`src/rtl/serial_adder_pkg.sv`:
```
// Shared types and constants for the bit-serial adder.
// State encoding, width limit and counter sizing helper.
package serial_adder_pkg;

    typedef enum logic [1:0] {
        IDLE = 2'd0,
        RUN  = 2'd1,
        DONE = 2'd2
    } state_t;

    localparam int MAX_WIDTH = 32;

    function automatic int cnt_width(input int w);
        return (w > 1) ? $clog2(w) : 1;
    endfunction

endpackage

```
`src/rtl/full_adder_cell.sv`:
```
// 1-bit full-adder cell, purely combinational.
// Latency: zero cycles; no flow control.
module full_adder_cell (
    input  logic a,
    input  logic b,
    input  logic cin,
    output logic sum,
    output logic cout
);

    assign sum  = a ^ b ^ cin;
    assign cout = (a & b) | (a & cin) | (b & cin);

endmodule

```
`src/rtl/serial_adder.sv`:
```
// Bit-serial WIDTH-bit adder reusing one full-adder cell, LSB first.
// Latency WIDTH+1 cycles from accepted start to done; start ignored unless idle.
module serial_adder
    import serial_adder_pkg::*;
#(
    parameter int WIDTH = 8
) (
    input  logic             clk,
    input  logic             rst_n,
    input  logic             start,
    input  logic [WIDTH-1:0] a,
    input  logic [WIDTH-1:0] b,
    input  logic             cin,
    output logic             busy,
    output logic             done,
    output logic [WIDTH-1:0] sum,
    output logic             cout
);

    localparam int CW = cnt_width(WIDTH);

    state_t           state, state_nxt;
    logic [WIDTH-1:0] a_sr, b_sr;
    logic [WIDTH-1:0] sum_shift;
    logic             carry;
    logic [CW-1:0]    cnt;
    logic             fa_sum, fa_cout;
    logic             last_bit;

    full_adder_cell u_fa (
        .a    (a_sr[0]),
        .b    (b_sr[0]),
        .cin  (carry),
        .sum  (fa_sum),
        .cout (fa_cout)
    );

    assign last_bit = (cnt == CW'(WIDTH - 1));
    assign busy     = (state == RUN);
    assign done     = (state == DONE);

    // The partial sum only needs WIDTH-1 bits: the final bit comes straight
    // from the cell on the completing edge.
    if (WIDTH > 1) begin : g_sum_sr
        logic [WIDTH-2:0] sum_sr;

        assign sum_shift = {fa_sum, sum_sr};

        always_ff @(posedge clk or negedge rst_n) begin
            if (!rst_n) begin
                sum_sr <= '0;
            end else if (state == RUN) begin
                sum_sr <= sum_shift[WIDTH-1:1];
            end
        end
    end else begin : g_no_sum_sr
        assign sum_shift = fa_sum;
    end

    always_ff @(posedge clk or negedge rst_n) begin
        if (!rst_n) begin
            state <= IDLE;
        end else begin
            state <= state_nxt;
        end
    end

    always_comb begin
        state_nxt = state;
        case (state)
            IDLE:    if (start) state_nxt = RUN;
            RUN:     if (last_bit) state_nxt = DONE;
            DONE:    state_nxt = IDLE;
            default: state_nxt = IDLE;
        endcase
    end

    always_ff @(posedge clk or negedge rst_n) begin
        if (!rst_n) begin
            a_sr  <= '0;
            b_sr  <= '0;
            carry <= 1'b0;
            cnt   <= '0;
            sum   <= '0;
            cout  <= 1'b0;
        end else begin
            case (state)
                IDLE: begin
                    if (start) begin
                        a_sr  <= a;
                        b_sr  <= b;
                        carry <= cin;
                        cnt   <= '0;
                    end
                end
                RUN: begin
                    a_sr  <= a_sr >> 1;
                    b_sr  <= b_sr >> 1;
                    carry <= fa_cout;
                    cnt   <= cnt + 1'b1;
                    if (last_bit) begin
                        sum  <= sum_shift;
                        cout <= fa_cout;
                    end
                end
                default: ;
            endcase
        end
    end

endmodule

```
`config.mk`:
```
export PLATFORM = sky130hd
export DESIGN_NAME = serial_adder
export DESIGN_NICKNAME = d
export VERILOG_FILES = /design/src/rtl/serial_adder_pkg.sv /design/src/rtl/full_adder_cell.sv /design/src/rtl/serial_adder.sv
export SDC_FILE = /design/constraint.sdc
export NUM_CORES = 1
export LEC_CHECK = 0
export CAP_MARGIN = 5
export CORE_MARGIN = 2
export CORE_UTILIZATION = 52
export CTS_BUF_LIST = sky130_fd_sc_hd__clkbuf_4
export DETAILED_ROUTE_END_ITERATION = 12
export PLACE_DENSITY = 0.78
export RECOVER_POWER = 100
export SYNTH_ARGS = -nofsm -noshare
export SYNTH_HDL_FRONTEND = slang
export SYNTH_HIERARCHICAL = 1
export SYNTH_SLANG_ARGS = --single-unit
export TNS_END_PERCENT = 30
```
`constraint.sdc`:
```
create_clock -name clk -period 2.5 [get_ports clk]
set_clock_uncertainty 0.15 [all_clocks]
set_input_delay 0.625 -clock clk [delete_from_list [all_inputs] [get_ports clk]]
set_output_delay 0.625 -clock clk [all_outputs]
set_load 0.005 [all_outputs]
```
==> results.toml, run 1 <==
[global_route]
grt-ovfl-total = 0
grt_max_degree = 39
grt_util_all_layers_pct = 19.8
grt_antenna_before_repair = 0
grt_pass1_wl_um = 6100
grt_pass1_vias = 1270

[cells_and_area]
final_cells = 224
utilization_pct = 65.9
final_cell_mix = "dfrtp_1 (38), inv_1 (19), clkdlybuf4s50_1 (19)"
syn2layout_area_growth_pct = 19.4
diodes = 0
seq_area_um2 = 951
drive_above_1_share_pct = 13.5
final_common_cell = "dfrtp_1"
multi_input_area_um2 = 743
final_nets = 200
nFillCells = 285

[synth]
async_flop_share_pct = 100
synth-edff-count = 0
yosysSeqAreaShare_pct = 50.5
ys_seq_elements = 38
synth_area_um2 = 1880
syn_avg_cell_area_um2 = 12.6
ys_warn_count = 6
synthFlopType = "dfrtp_1"
synthCells = 149
yosysUniqueCellTypes = 26
syn-num-nets = 172

[job]
maxCapViolCount = 0

[clock_tree]
path_clk_slew_ns = 0.11
cts_buffer_depth = 2
cts_tree = "yes"
cts_hold_buf = 0
cts_root_buffer = "clkbuf_4"
ctsResizeCount = 0
clk-insertion-delay-late_ns = 0.35
post_cts_buffers = 0
htree_num_levels = 2
clkSinkCount = 38
cts_buffers = 5

[run_status]
status = "finished, final reports clean"

[sta]
drv_slew = 0
tns_ns = 0
fmax_mhz = 427
period_minus_slack_ns = 2.34
relSlewSlack_pct = 35.4
finalHoldViolCount = 0
rsz0062_at_grt = "no"
setup_viol = 0
worst_slew_pin_slew_ns = 0.969
period_share_pct = 93.7

[setup_path]
end_kind = "output pin"
worst_setup_path_start_kind = "flop"
path_cells = "nor2b_1 -> clkdlybuf4s50_1"
r2r_end = "sum[5]"
ff2ff_path_depth = 3
arrival_ns = 1.57
r2r_start = "state[1]"
slowest_stage = "clkdlybuf4s50_1"
max_stage_delay_ns = 0.53
rrSetupSlack_ns = 0.33
critPathMaxFanout = 9
critical_path_class = "reg -> out"
crit_required_ns = 1.73

[die]
start_util_pct = 55.2
row_count = 21
fp.coreArea_um2 = 3420
dieArea_um2 = 4120
die_x_um = 64.2
ioPinCount = 31
dieHeight_um = 64.2

[drt]
vias = 1244
vias_per_cell = 5.55
drt_iter0_markers = 64
routedWlPerCell_um = 15.5
drtPass1Iterations = 4
drc = 0
routed_wl_um = 3470
drtAntennaViolNets = 0

[place]
dp.cells = 216
gp_congestion = 0.707
port_buffers = 30
dp_hpwl_um = 2350

[power]
p_leak_uw = 0.000927
power_density_nw_per_um2 = 1160
power.total_uw = 2610
irDropWorstVdd_v = 0.000612

[worst_hold_path]
hold_class = "reg -> reg"
hold_start = "sum[4]"
holdPathEnd = "sum[4]"
whs_path_depth = 1
==> worst max-delay path: cells and delay by family, from the launching register on <==
family        cells  cell delay [ns]
simple gates      1             0.21
buf+inv           1             0.53
flops             1             0.48
==> routing by layer <==
metal	up-vias	track usage (%)	routed length, um
met5	-	0	0
met4	0	7.98	59
met3	4	6.16	136
met2	24	31.0	1760
met1	631	25.5	1510
li1	585	-	-
==> area by class of cell <==
class	instances	area share, %
clock buffers	5	1.67
clock inverters	3	2.84
inverters	19	3.17
multi-input cells	78	33.0
flip-flops and latches	38	42.3
well taps	46	2.56
repair buffers	35	14.5
==> kinds of logic after synthesis <==
kind of cell / after synthesis / share of synthesized area, %
mux: 17 / 10.8
buf+inv: 33 / 8.57
compound gates: 21 / 12.4
flops: 38 / 50.5
fa+ha+maj: 3 / 2.39
simple gates: 37 / 15.4
==> cell usage after synthesis, types with 2 or more instances <==
cell type	number	share of area, %
dfrtp_1	38	50
inv_1	19	3.8
nor4b_1	15	7.0
mux2_1	13	7.8
nor3b_1	12	4.8
a211oi_2	8	5.3
clkbuf_1	5	1.0
a211oi_1	4	1.6
a221oi_2	3	2.4
buf_2	3	0.80
buf_4	3	1.2
buf_6	3	1.8
mux2_4	3	2.4
nand3b_1	3	1.2
a22o_1	2	0.93
ha_1	2	1.3
nand2_1	2	0.40
nand2b_1	2	0.66
o221ai_1	2	0.93
==> metrics by stage <==
stage               setup WS (ns)  instance area [um^2]  hold slack (ns)
floorplan                   0.829                  1880            0.179
global placement            0.344                  2190            0.316
detailed placement          0.325                  2190            0.326
CTS                         0.113                  2290            0.354
global route               0.0604                  2250            0.357
finish                      0.158                  2250            0.343
==> state kept, by name, indices dropped and copies added (netlist names) <==
| register | count |
|---|---|
| a_sr | 8 |
| state | 2 |
| cout | 1 |
| cnt | 3 |
| sum | 8 |
| b_sr | 8 |
| carry | 1 |
| g_sum_sr.sum_sr | 7 |
==> how the worst max path moves through the flow <==
stage,startpoint,to,slack (ns),cells after the start
finish,state[1],busy,0.16,2
global route,state[1],busy,0.06,2
CTS,state[1],done,0.11,2
detailed placement,start,b_sr[6],0.33,4
global placement,start,b_sr[6],0.34,4
floorplan,state[1],done,0.83,3
==> report_power, final <==
part | leakage [uW] | total [uW] | switching, uW | internal [uW]
combinational | 0.000437 | 1020 | 469 | 554
sequential | 0.000438 | 1080 | 171 | 908
clock | 0.0000528 | 511 | 203 | 308
(Power assumes the default switching activity.)
==> run 2: changes to the inputs <==
--- a/config.mk
+++ b/config.mk
@@ -5,7 +5,6 @@
 export SDC_FILE = /design/constraint.sdc
 export NUM_CORES = 1
 export LEC_CHECK = 0
-export CAP_MARGIN = 5
 export CORE_MARGIN = 2
 export CORE_UTILIZATION = 52
 export CTS_BUF_LIST = sky130_fd_sc_hd__clkbuf_4
==> results of run 2 <==
Same layout as run 1: the final DEF is identical, and so are final timing and power.
